$ cat config.mk
export PLATFORM = sky130hd
export DESIGN_NAME = pp_addr_table_flat
export DESIGN_NICKNAME = d
export VERILOG_FILES = /design/src/rtl/pp_addr_table_pkg.sv /design/src/rtl/pp_addr_table_if.sv /design/src/rtl/pp_addr_scan.sv /design/src/rtl/pp_addr_table.sv /design/src/flat_wrapper.sv
export SDC_FILE = /design/constraint.sdc
export NUM_CORES = 2
export LEC_CHECK = 0
export BUFFER_PORTS_ARGS = -buffer_cell sky130_fd_sc_hd__buf_2
export CAP_MARGIN = 20
export CORE_MARGIN = 2
export CORE_UTILIZATION = 41
export DETAILED_ROUTE_END_ITERATION = 6
export PLACE_DENSITY = 0.59
export SLEW_MARGIN = 20
export SYNTH_ARGS = -nofsm -noshare
export SYNTH_HDL_FRONTEND = slang
export SYNTH_SLANG_ARGS = --single-unit
$ cat constraint.sdc
create_clock -name clk -period 3.9 [get_ports clk]
set_input_delay 0.78 -clock clk [delete_from_list [all_inputs] [get_ports clk]]
set_output_delay 0.78 -clock clk [all_outputs]
set_load 0.005 [all_outputs]
$ cat src/rtl/pp_addr_table_pkg.sv
// Shared definitions for the pp address table: API address map, ID constants,
// CTRL/STATUS bit positions and the lookup engine state encoding.
package pp_addr_table_pkg;

  localparam logic [11:0] ADDR_NAME0       = 12'h000;
  localparam logic [11:0] ADDR_NAME1       = 12'h001;
  localparam logic [11:0] ADDR_VERSION     = 12'h002;
  localparam logic [11:0] ADDR_CTRL        = 12'h008;
  localparam logic [11:0] ADDR_STATUS      = 12'h009;
  localparam logic [11:0] ADDR_STAGE_INDEX = 12'h00A;
  localparam logic [11:0] ADDR_STAGE_VALID = 12'h00B;
  localparam logic [11:0] ADDR_STAGE_DATA  = 12'h010;
  localparam logic [11:0] ADDR_CNT_LOOKUPS = 12'h020;
  localparam logic [11:0] ADDR_CNT_HITS    = 12'h021;
  localparam logic [11:0] ADDR_ENTRY_BASE  = 12'h100;

  // Each committed entry occupies an 8-word window; the last word holds its valid bit.
  localparam int ENTRY_STRIDE     = 8;
  localparam int ENTRY_VALID_WORD = 7;

  localparam logic [31:0] NAME0_VAL    = 32'h70705f61;
  localparam logic [31:0] NAME1_VAL    = 32'h64647274;
  localparam logic [31:0] VERSION_VAL  = 32'h302e3230;
  localparam logic [31:0] READ_DEFAULT = 32'hbeefbeef;

  localparam int CTRL_COMMIT_BIT    = 0;
  localparam int CTRL_CLEAR_BIT     = 1;
  localparam int STATUS_PENDING_BIT = 0;
  localparam int STATUS_BUSY_BIT    = 1;

  typedef enum logic [1:0] {
    SCAN_IDLE = 2'd0,
    SCAN_RUN  = 2'd1,
    SCAN_DONE = 2'd2
  } scan_state_e;

  function automatic int idx_width(input int n);
    return (n > 1) ? $clog2(n) : 1;
  endfunction

endpackage

$ cat src/rtl/pp_addr_table_if.sv
// Bus bundle for pp_addr_table: 32-bit cs/we register API plus the
// lookup request/result path of the packet parser.
interface pp_addr_table_if #(
  parameter int NUM_ENTRIES = 8,
  parameter int ENTRY_WORDS = 4
);
  localparam int KEY_W = 32 * ENTRY_WORDS;
  localparam int IDX_W = pp_addr_table_pkg::idx_width(NUM_ENTRIES);

  logic             cs;
  logic             we;
  logic [11:0]      address;
  logic [31:0]      write_data;
  logic [31:0]      read_data;
  logic             ready;
  logic             lookup_start;
  logic [KEY_W-1:0] lookup_addr;
  logic             lookup_done;
  logic             lookup_hit;
  logic [IDX_W-1:0] lookup_index;

  modport master (
    output cs, we, address, write_data, lookup_start, lookup_addr,
    input  read_data, ready, lookup_done, lookup_hit, lookup_index
  );

  modport slave (
    input  cs, we, address, write_data, lookup_start, lookup_addr,
    output read_data, ready, lookup_done, lookup_hit, lookup_index
  );
endinterface

$ cat src/rtl/pp_addr_scan.sv
// Sequential lookup engine: walks the table one entry per cycle from index 0
// and reports the first valid entry whose data equals the captured key.
module pp_addr_scan
  import pp_addr_table_pkg::*;
#(
  parameter int NUM_ENTRIES = 8,
  parameter int ENTRY_WORDS = 4,
  localparam int KEY_W = 32 * ENTRY_WORDS,
  localparam int IDX_W = idx_width(NUM_ENTRIES)
) (
  input  logic                              clk,
  input  logic                              areset,
  input  logic                              start_i,
  input  logic [KEY_W-1:0]                  key_i,
  input  logic [NUM_ENTRIES-1:0][KEY_W-1:0] entry_data_i,
  input  logic [NUM_ENTRIES-1:0]            entry_valid_i,
  output logic                              accept_o,
  output logic                              busy_o,
  output logic                              done_o,
  output logic                              hit_o,
  output logic [IDX_W-1:0]                  index_o
);
  localparam logic [IDX_W-1:0] LAST_IDX = IDX_W'(NUM_ENTRIES - 1);

  scan_state_e      state_q, state_d;
  logic [KEY_W-1:0] key_q, key_d;
  logic [IDX_W-1:0] idx_q, idx_d;
  logic [IDX_W-1:0] index_q, index_d;
  logic             done_q, done_d;
  logic             hit_q, hit_d;
  logic             match;

  assign match = entry_valid_i[idx_q] && (entry_data_i[idx_q] == key_q);

  always_comb begin
    state_d  = state_q;
    key_d    = key_q;
    idx_d    = idx_q;
    index_d  = index_q;
    hit_d    = hit_q;
    done_d   = 1'b0;
    accept_o = 1'b0;
    case (state_q)
      SCAN_IDLE: begin
        if (start_i) begin
          accept_o = 1'b1;
          key_d    = key_i;
          idx_d    = '0;
          hit_d    = 1'b0;
          index_d  = '0;
          state_d  = SCAN_RUN;
        end
      end
      SCAN_RUN: begin
        if (match) begin
          hit_d   = 1'b1;
          index_d = idx_q;
          done_d  = 1'b1;
          state_d = SCAN_DONE;
        end else if (idx_q == LAST_IDX) begin
          done_d  = 1'b1;
          state_d = SCAN_DONE;
        end else begin
          idx_d = idx_q + IDX_W'(1);
        end
      end
      SCAN_DONE: state_d = SCAN_IDLE;
      default:   state_d = SCAN_IDLE;
    endcase
  end

  always_ff @(posedge clk) begin
    if (areset) begin
      state_q <= SCAN_IDLE;
      key_q   <= '0;
      idx_q   <= '0;
      index_q <= '0;
      hit_q   <= 1'b0;
      done_q  <= 1'b0;
    end else begin
      state_q <= state_d;
      key_q   <= key_d;
      idx_q   <= idx_d;
      index_q <= index_d;
      hit_q   <= hit_d;
      done_q  <= done_d;
    end
  end

  assign busy_o  = (state_q != SCAN_IDLE);
  assign done_o  = done_q;
  assign hit_o   = hit_q;
  assign index_o = index_q;

endmodule

$ cat src/rtl/pp_addr_table.sv
// API-mapped local address table: staging buffer with atomic commit, registered
// read-back, lookup/hit counters and a sequential lookup engine for the parser.
module pp_addr_table
  import pp_addr_table_pkg::*;
#(
  parameter int NUM_ENTRIES = 8,
  parameter int ENTRY_WORDS = 4,
  parameter int CNT_W       = 32
) (
  input  logic           clk,
  input  logic           areset,
  pp_addr_table_if.slave bus
);
  localparam int KEY_W = 32 * ENTRY_WORDS;
  localparam int IDX_W = idx_width(NUM_ENTRIES);

  logic [31:0]                                 stage_index_q, stage_index_d;
  logic                                        stage_valid_q, stage_valid_d;
  logic [0:ENTRY_WORDS-1][31:0]                stage_data_q, stage_data_d;
  logic [NUM_ENTRIES-1:0][0:ENTRY_WORDS-1][31:0] entry_data_q, entry_data_d;
  logic [NUM_ENTRIES-1:0]                      entry_valid_q, entry_valid_d;
  logic                                        commit_pending_q, commit_pending_d;
  logic [CNT_W-1:0]                            cnt_lookups_q, cnt_lookups_d;
  logic [CNT_W-1:0]                            cnt_hits_q, cnt_hits_d;
  logic [31:0]                                 read_data_q, read_data_d;
  logic                                        ready_q;

  logic             wr, commit_wr, clear_wr, do_copy;
  logic             scan_accept, scan_busy, scan_done, scan_hit;
  logic [IDX_W-1:0] scan_index;

  assign wr        = bus.cs && bus.we;
  assign commit_wr = wr && (bus.address == ADDR_CTRL) && bus.write_data[CTRL_COMMIT_BIT];
  assign clear_wr  = wr && (bus.address == ADDR_CTRL) && bus.write_data[CTRL_CLEAR_BIT];
  // A commit issued while the engine is busy is parked and replayed on the first idle cycle.
  assign do_copy   = (commit_wr || commit_pending_q) && !scan_busy;

  always_comb begin
    stage_index_d    = stage_index_q;
    stage_valid_d    = stage_valid_q;
    stage_data_d     = stage_data_q;
    entry_data_d     = entry_data_q;
    entry_valid_d    = entry_valid_q;
    commit_pending_d = commit_pending_q;
    if (wr) begin
      if (bus.address == ADDR_STAGE_INDEX) stage_index_d = bus.write_data;
      if (bus.address == ADDR_STAGE_VALID) stage_valid_d = bus.write_data[0];
      for (int w = 0; w < ENTRY_WORDS; w++) begin
        if (bus.address == ADDR_STAGE_DATA + 12'(w)) stage_data_d[w] = bus.write_data;
      end
    end
    // Out-of-range STAGE_INDEX matches no entry, so the copy is silently dropped.
    for (int e = 0; e < NUM_ENTRIES; e++) begin
      if (do_copy && (stage_index_q == 32'(e))) begin
        entry_data_d[e]  = stage_data_q;
        entry_valid_d[e] = stage_valid_q;
      end
    end
    if (do_copy)        commit_pending_d = 1'b0;
    else if (commit_wr) commit_pending_d = 1'b1;
  end

  always_comb begin
    cnt_lookups_d = cnt_lookups_q;
    cnt_hits_d    = cnt_hits_q;
    if (clear_wr) begin
      cnt_lookups_d = '0;
      cnt_hits_d    = '0;
    end else begin
      if (scan_accept)           cnt_lookups_d = cnt_lookups_q + CNT_W'(1);
      if (scan_done && scan_hit) cnt_hits_d    = cnt_hits_q + CNT_W'(1);
    end
  end

  always_comb begin
    read_data_d = '0;
    if (bus.cs && !bus.we) begin
      read_data_d = READ_DEFAULT;
      case (bus.address)
        ADDR_NAME0:       read_data_d = NAME0_VAL;
        ADDR_NAME1:       read_data_d = NAME1_VAL;
        ADDR_VERSION:     read_data_d = VERSION_VAL;
        ADDR_CTRL:        read_data_d = '0;
        ADDR_STATUS: begin
          read_data_d                     = '0;
          read_data_d[STATUS_PENDING_BIT] = commit_pending_q;
          read_data_d[STATUS_BUSY_BIT]    = scan_busy;
        end
        ADDR_STAGE_INDEX: read_data_d = stage_index_q;
        ADDR_STAGE_VALID: read_data_d = {31'b0, stage_valid_q};
        ADDR_CNT_LOOKUPS: read_data_d = 32'(cnt_lookups_q);
        ADDR_CNT_HITS:    read_data_d = 32'(cnt_hits_q);
        default: begin
          for (int w = 0; w < ENTRY_WORDS; w++) begin
            if (bus.address == ADDR_STAGE_DATA + 12'(w)) read_data_d = stage_data_q[w];
          end
          for (int e = 0; e < NUM_ENTRIES; e++) begin
            for (int w = 0; w < ENTRY_WORDS; w++) begin
              if (bus.address == ADDR_ENTRY_BASE + 12'(ENTRY_STRIDE * e + w))
                read_data_d = entry_data_q[e][w];
            end
            if (bus.address == ADDR_ENTRY_BASE + 12'(ENTRY_STRIDE * e + ENTRY_VALID_WORD))
              read_data_d = {31'b0, entry_valid_q[e]};
          end
        end
      endcase
    end
  end

  always_ff @(posedge clk) begin
    if (areset) begin
      stage_index_q    <= '0;
      stage_valid_q    <= 1'b0;
      stage_data_q     <= '0;
      entry_data_q     <= '0;
      entry_valid_q    <= '0;
      commit_pending_q <= 1'b0;
      cnt_lookups_q    <= '0;
      cnt_hits_q       <= '0;
      read_data_q      <= '0;
      ready_q          <= 1'b0;
    end else begin
      stage_index_q    <= stage_index_d;
      stage_valid_q    <= stage_valid_d;
      stage_data_q     <= stage_data_d;
      entry_data_q     <= entry_data_d;
      entry_valid_q    <= entry_valid_d;
      commit_pending_q <= commit_pending_d;
      cnt_lookups_q    <= cnt_lookups_d;
      cnt_hits_q       <= cnt_hits_d;
      read_data_q      <= read_data_d;
      ready_q          <= bus.cs;
    end
  end

  pp_addr_scan #(
    .NUM_ENTRIES (NUM_ENTRIES),
    .ENTRY_WORDS (ENTRY_WORDS)
  ) u_scan (
    .clk           (clk),
    .areset        (areset),
    .start_i       (bus.lookup_start),
    .key_i         (bus.lookup_addr),
    .entry_data_i  (entry_data_q),
    .entry_valid_i (entry_valid_q),
    .accept_o      (scan_accept),
    .busy_o        (scan_busy),
    .done_o        (scan_done),
    .hit_o         (scan_hit),
    .index_o       (scan_index)
  );

  assign bus.read_data    = read_data_q;
  assign bus.ready        = ready_q;
  assign bus.lookup_done  = scan_done;
  assign bus.lookup_hit   = scan_hit;
  assign bus.lookup_index = scan_index;

endmodule

$ cat src/flat_wrapper.sv
// flat-port wrapper written by rule: the top's interface ports become plain ports
module pp_addr_table_flat import pp_addr_table_pkg::*;
#(
  parameter int NUM_ENTRIES = 8,
  parameter int ENTRY_WORDS = 4,
  parameter int CNT_W       = 32
)
  (clk, areset, bus_cs, bus_we, bus_address, bus_write_data, bus_lookup_start, bus_lookup_addr, bus_read_data, bus_ready, bus_lookup_done, bus_lookup_hit, bus_lookup_index);
  pp_addr_table_if #(.NUM_ENTRIES(NUM_ENTRIES), .ENTRY_WORDS(ENTRY_WORDS)) bus_i ();
  input  logic clk;
  input  logic areset;
  input wire logic [$bits(bus_i.cs)-1:0] bus_cs;
  input wire logic [$bits(bus_i.we)-1:0] bus_we;
  input wire logic [$bits(bus_i.address)-1:0] bus_address;
  input wire logic [$bits(bus_i.write_data)-1:0] bus_write_data;
  input wire logic [$bits(bus_i.lookup_start)-1:0] bus_lookup_start;
  input wire logic [$bits(bus_i.lookup_addr)-1:0] bus_lookup_addr;
  output wire logic [$bits(bus_i.read_data)-1:0] bus_read_data;
  output wire logic [$bits(bus_i.ready)-1:0] bus_ready;
  output wire logic [$bits(bus_i.lookup_done)-1:0] bus_lookup_done;
  output wire logic [$bits(bus_i.lookup_hit)-1:0] bus_lookup_hit;
  output wire logic [$bits(bus_i.lookup_index)-1:0] bus_lookup_index;
  assign bus_i.cs = bus_cs;
  assign bus_i.we = bus_we;
  assign bus_i.address = bus_address;
  assign bus_i.write_data = bus_write_data;
  assign bus_i.lookup_start = bus_lookup_start;
  assign bus_i.lookup_addr = bus_lookup_addr;
  assign bus_read_data = bus_i.read_data;
  assign bus_ready = bus_i.ready;
  assign bus_lookup_done = bus_i.lookup_done;
  assign bus_lookup_hit = bus_i.lookup_hit;
  assign bus_lookup_index = bus_i.lookup_index;
  pp_addr_table #(.NUM_ENTRIES(NUM_ENTRIES), .ENTRY_WORDS(ENTRY_WORDS), .CNT_W(CNT_W)) u_core (.clk(clk), .areset(areset), .bus(bus_i));
endmodule
==> results.yml <==
run_status:
  run_status: "finished with violations"
  violations: "setup timing"
cts:
  clock_slew_at_the_register_clock_pins_of_the_worst_setup_and_hold_paths_ps: 60
  ctsRootBufferMaster: "clkbuf_16"
  cts_made_buffers: 164
  cts_hold_buffers: 0
  tritoncts: "done"
  clkSinkCount: 1429
  h-tree-depth: 4
  cts_buffer_depth: 3
  clkLatencyLatePin_ps: 870
place:
  dp_hpwl_mm: 328.4
  buffer_ports.inserted: 214
  numPlacedInstances: 11450
  gp_routability_congestion: 1.120
sta:
  hold-worst-slack_ps: 169.2
  fin_ws_ps: -339.1
  fin_skew_ps: 38.30
  fmax_mhz: 235.9
  finalMaxSlewViolations: 0
  setup_violations: 10
  unrepaired_setup_endpoints_after_global_routing: "yes"
  final_hold_viol_count: 0
  setup_tns_ps: -2567
  layout_min_cycle_time_ps: 4239
  timing_worst_slew_pin_value_ps: 1322
  period_share_pct: 108.7
  relative_slew_slack_pct: 11.85
job:
  max-cap-violations: 0
setup_path:
  cp-startpoint: "u_core.u_scan.idx_q[0]"
  critical_path.startpoint_type: "flop"
  cp-endpoint: "u_core.u_scan.index_o[1]"
  ff2ff_setup_slack_ps: -340
  path_max_fanout: 8
  crit_path_required_time_ps: 4600
  r2r.worst_path.cells: 14
  regToRegEndpoint: "u_core.u_scan.index_o[1]"
  crit_path_end_kind: "flop"
  worstReg2RegStart: "u_core.u_scan.idx_q[0]"
  timing.critical_path.arrival_ps: 4940
  path_class: "flop to flop"
cells_and_area:
  drive_above_1_share_pct: 19.03
  postLayoutCoreUtil_pct: 51.12
  syn_to_final_growth_pct: 23.73
  final_cells: 11840
  fillers: 16240
  nNetsFinal: 9614
routing:
  routed_via_density: 6.691
  wl_per_cell_um: 38.48
  route.detailed.drc: 0
  finalWirelength_mm: 455.5
  final_antenna_net_count: 0
  drt_pass1_iterations: 7
  num_vias: 79200
  drt_iter0_markers: 14110
floorplan:
  area_enclosed_by_the_die_boundary_mm2: 0.1741
  dieHeight_um: 417.3
  fp.coreArea_mm2: 0.1695
  io_pins: 215
  rows: 151
  die_width_um: 417.3
  initial_core_util_pct: 41.32
min_path:
  hold_path_class: "input port to flop"
  worst_hold_path.num_cells: 3
grt:
  groute.usage.overall_pct: 50.54
  grt_antenna_before_repair: 51
  grt_start_max_net_pins: 225
  grt_remaining_overflow: 0
  grt_pass1_wl_mm: 608.1
  grt_pass1_vias: 71000
synth:
  postSynthRegisterBits: 1429
  post_synth_inst_count: 9015
  syn_nets: 9196
  synth_most_common_cell: "nand2_1"
  synth_top_cells_by_area: "dfxtp_1 (41%), nand2_1 (16%), a21oi_1 (11%), mux4_2 (7.2%), clkbuf_1 (3.5%)"
  postSynth.asyncResetShare_pct: 0
  synthTopCellsByCount: "nand2_1 (2,916), a21oi_1 (1,571), dfxtp_1 (1,429), clkbuf_1 (656), nor2_1 (282)"
  post_synth_instance_area_mm2: 0.07002
  area_share_of_the_largest_cell_type_after_synthesis_pct: 40.85
  synth_sequential_area_ratio_pct: 40.85
  synthFlopType: "dfxtp_1"
  syn-mean-instance-area_um2: 7.767
  synth.distinct_cells: 76
  yosysWarnings: 0
  post_synth_edffs: 0
  synthDominantAreaCellType: "dfxtp_1"
power_and_ir_drop:
  overall_power_w: 0.03324
  max-vdd-ir-drop_mv: 0.4362
  power_per_cell_area_mw_per_mm2: 383.7
  power.static_leakage_nw: 30.17
cell type report:
cell class	count	area [µm²]	share of cell area, %
inverter	11	53.80	0.06210
multi-input combinational	6708	38630	44.59
clock inverter	61	828.3	0.9560
sequential	1429	28620	33.03
timing repair buffer	1119	10820	12.49
tap	2218	2775	3.203
antenna	51	127.6	0.1473
clock buffer	239	4778	5.515
where the power goes:
group	total, W	internal (W)	switching [W]
logic	0.00184	0.000619	0.00123
clock network	0.0165	0.00947	0.00700
registers	0.0149	0.0147	0.000237
total	0.0332	0.0248	0.00846
kinds of logic (layout without fill, tap and decap cells):
family | count (synthesis) | after routing | synth area share (%)
xor gates and xnor gates | 152 | 152 | 1.901
DFF | 1429 | 1429 | 40.85
and+or+nand+nor | 3586 | 3586 | 20.55
other | 0 | 51 | 0
buffers and inverters | 878 | 1430 | 5.248
muxes | 478 | 478 | 10.94
adders and majority gates | 4 | 4 | 0.07148
AOI/OAI and AO/OA | 2488 | 2488 | 20.43
per-stage QoR:
stage | worst slack, ps | cell area (µm²)
4_1_cts | -181.1 | 86300
3_3_place_gp | -1437 | 79920
5_1_grt | -332.4 | 86550
2_1_floorplan | 393.7 | 70020
6_report | -339.1 | 86640
3_5_place_dp | -1411 | 79930
registers in the layout (all words and copies together) (netlist names):
register                 flops
u_core.bus.ready             1
u_core.stage_valid_q         1
u_core.entry_data_q       1024
u_core.entry_valid_q         8
u_core.cnt_hits_q           32
u_core.u_scan.idx_q          3
u_core.bus.read_data        32
u_core.commit_pending_q      1
u_core.u_scan.state_q        2
u_core.stage_index_q        32
u_core.stage_data_q        128
u_core.u_scan.key_q        128
u_core.cnt_lookups_q        32
u_core.u_scan.index_o        3
u_core.u_scan.done_o         1
u_core.u_scan.hit_o          1
layer usage:
layer  part of all wire (%)  global-route usage, %
met1                     37                  64.15
met2                     39                  67.21
met3                     15                  20.86
met4                    9.0                  38.95
met5                  0.033                      0
what timing repair did:
item / in CTS / in global routing
setup endpoints to repair: 10 / 10
pin swaps: 11 / 9
gates resized for setup: 75 / 31
cloned: 3 / 1
buffers inserted: 29 / 5
how the worst min path moves through the flow:
| stage | slack (ps) | startpoint | endpoint |
|---|---|---|---|
| finish | 170 | bus_lookup_addr[120] | u_core.u_scan.key_q[120] |
| global route | 160 | areset | u_core.bus.ready |
| CTS | 140 | areset | u_core.bus.ready |
| detailed placement | 450 | u_core.u_scan.key_q[113] | u_core.u_scan.key_q[113] |
| global placement | 450 | u_core.u_scan.key_q[33] | u_core.u_scan.key_q[33] |
| floorplan | 440 | u_core.u_scan.key_q[113] | u_core.u_scan.key_q[113] |
critical path: stages, from the launching register on:
cell and delay, ps:
dfxtp_4 440, buf_12 170, buf_16 110, buf_8 130, mux4_2 540, mux2i_4 320
buf_6 180, xnor2_4 110, nor4_4 260, nand4_1 510, nor4_4 420, nand3_2 160
and4b_4 450, nand3b_1 140, a21oi_1 90
placed cells by master, fill, tap and decap left out, drive strengths merged, types with 33 or more instances in the layout:
master and instances:
diode 51, a22oi 117, nand2 2916, nor3 80, nand3 81, o22ai 183
xnor2 76, o211ai 33, xor2 76, a222oi 50, buf 1116, o221ai 43
nor4 42, mux4 225, a21oi 1571, dfxtp 1429, clkinv 38, nor2 282
a211oi 40, mux2i 203, a221oi 60, clkbuf 240, o21ai 243, mux2 50
nand4 48
(Power assumes the default switching activity.)
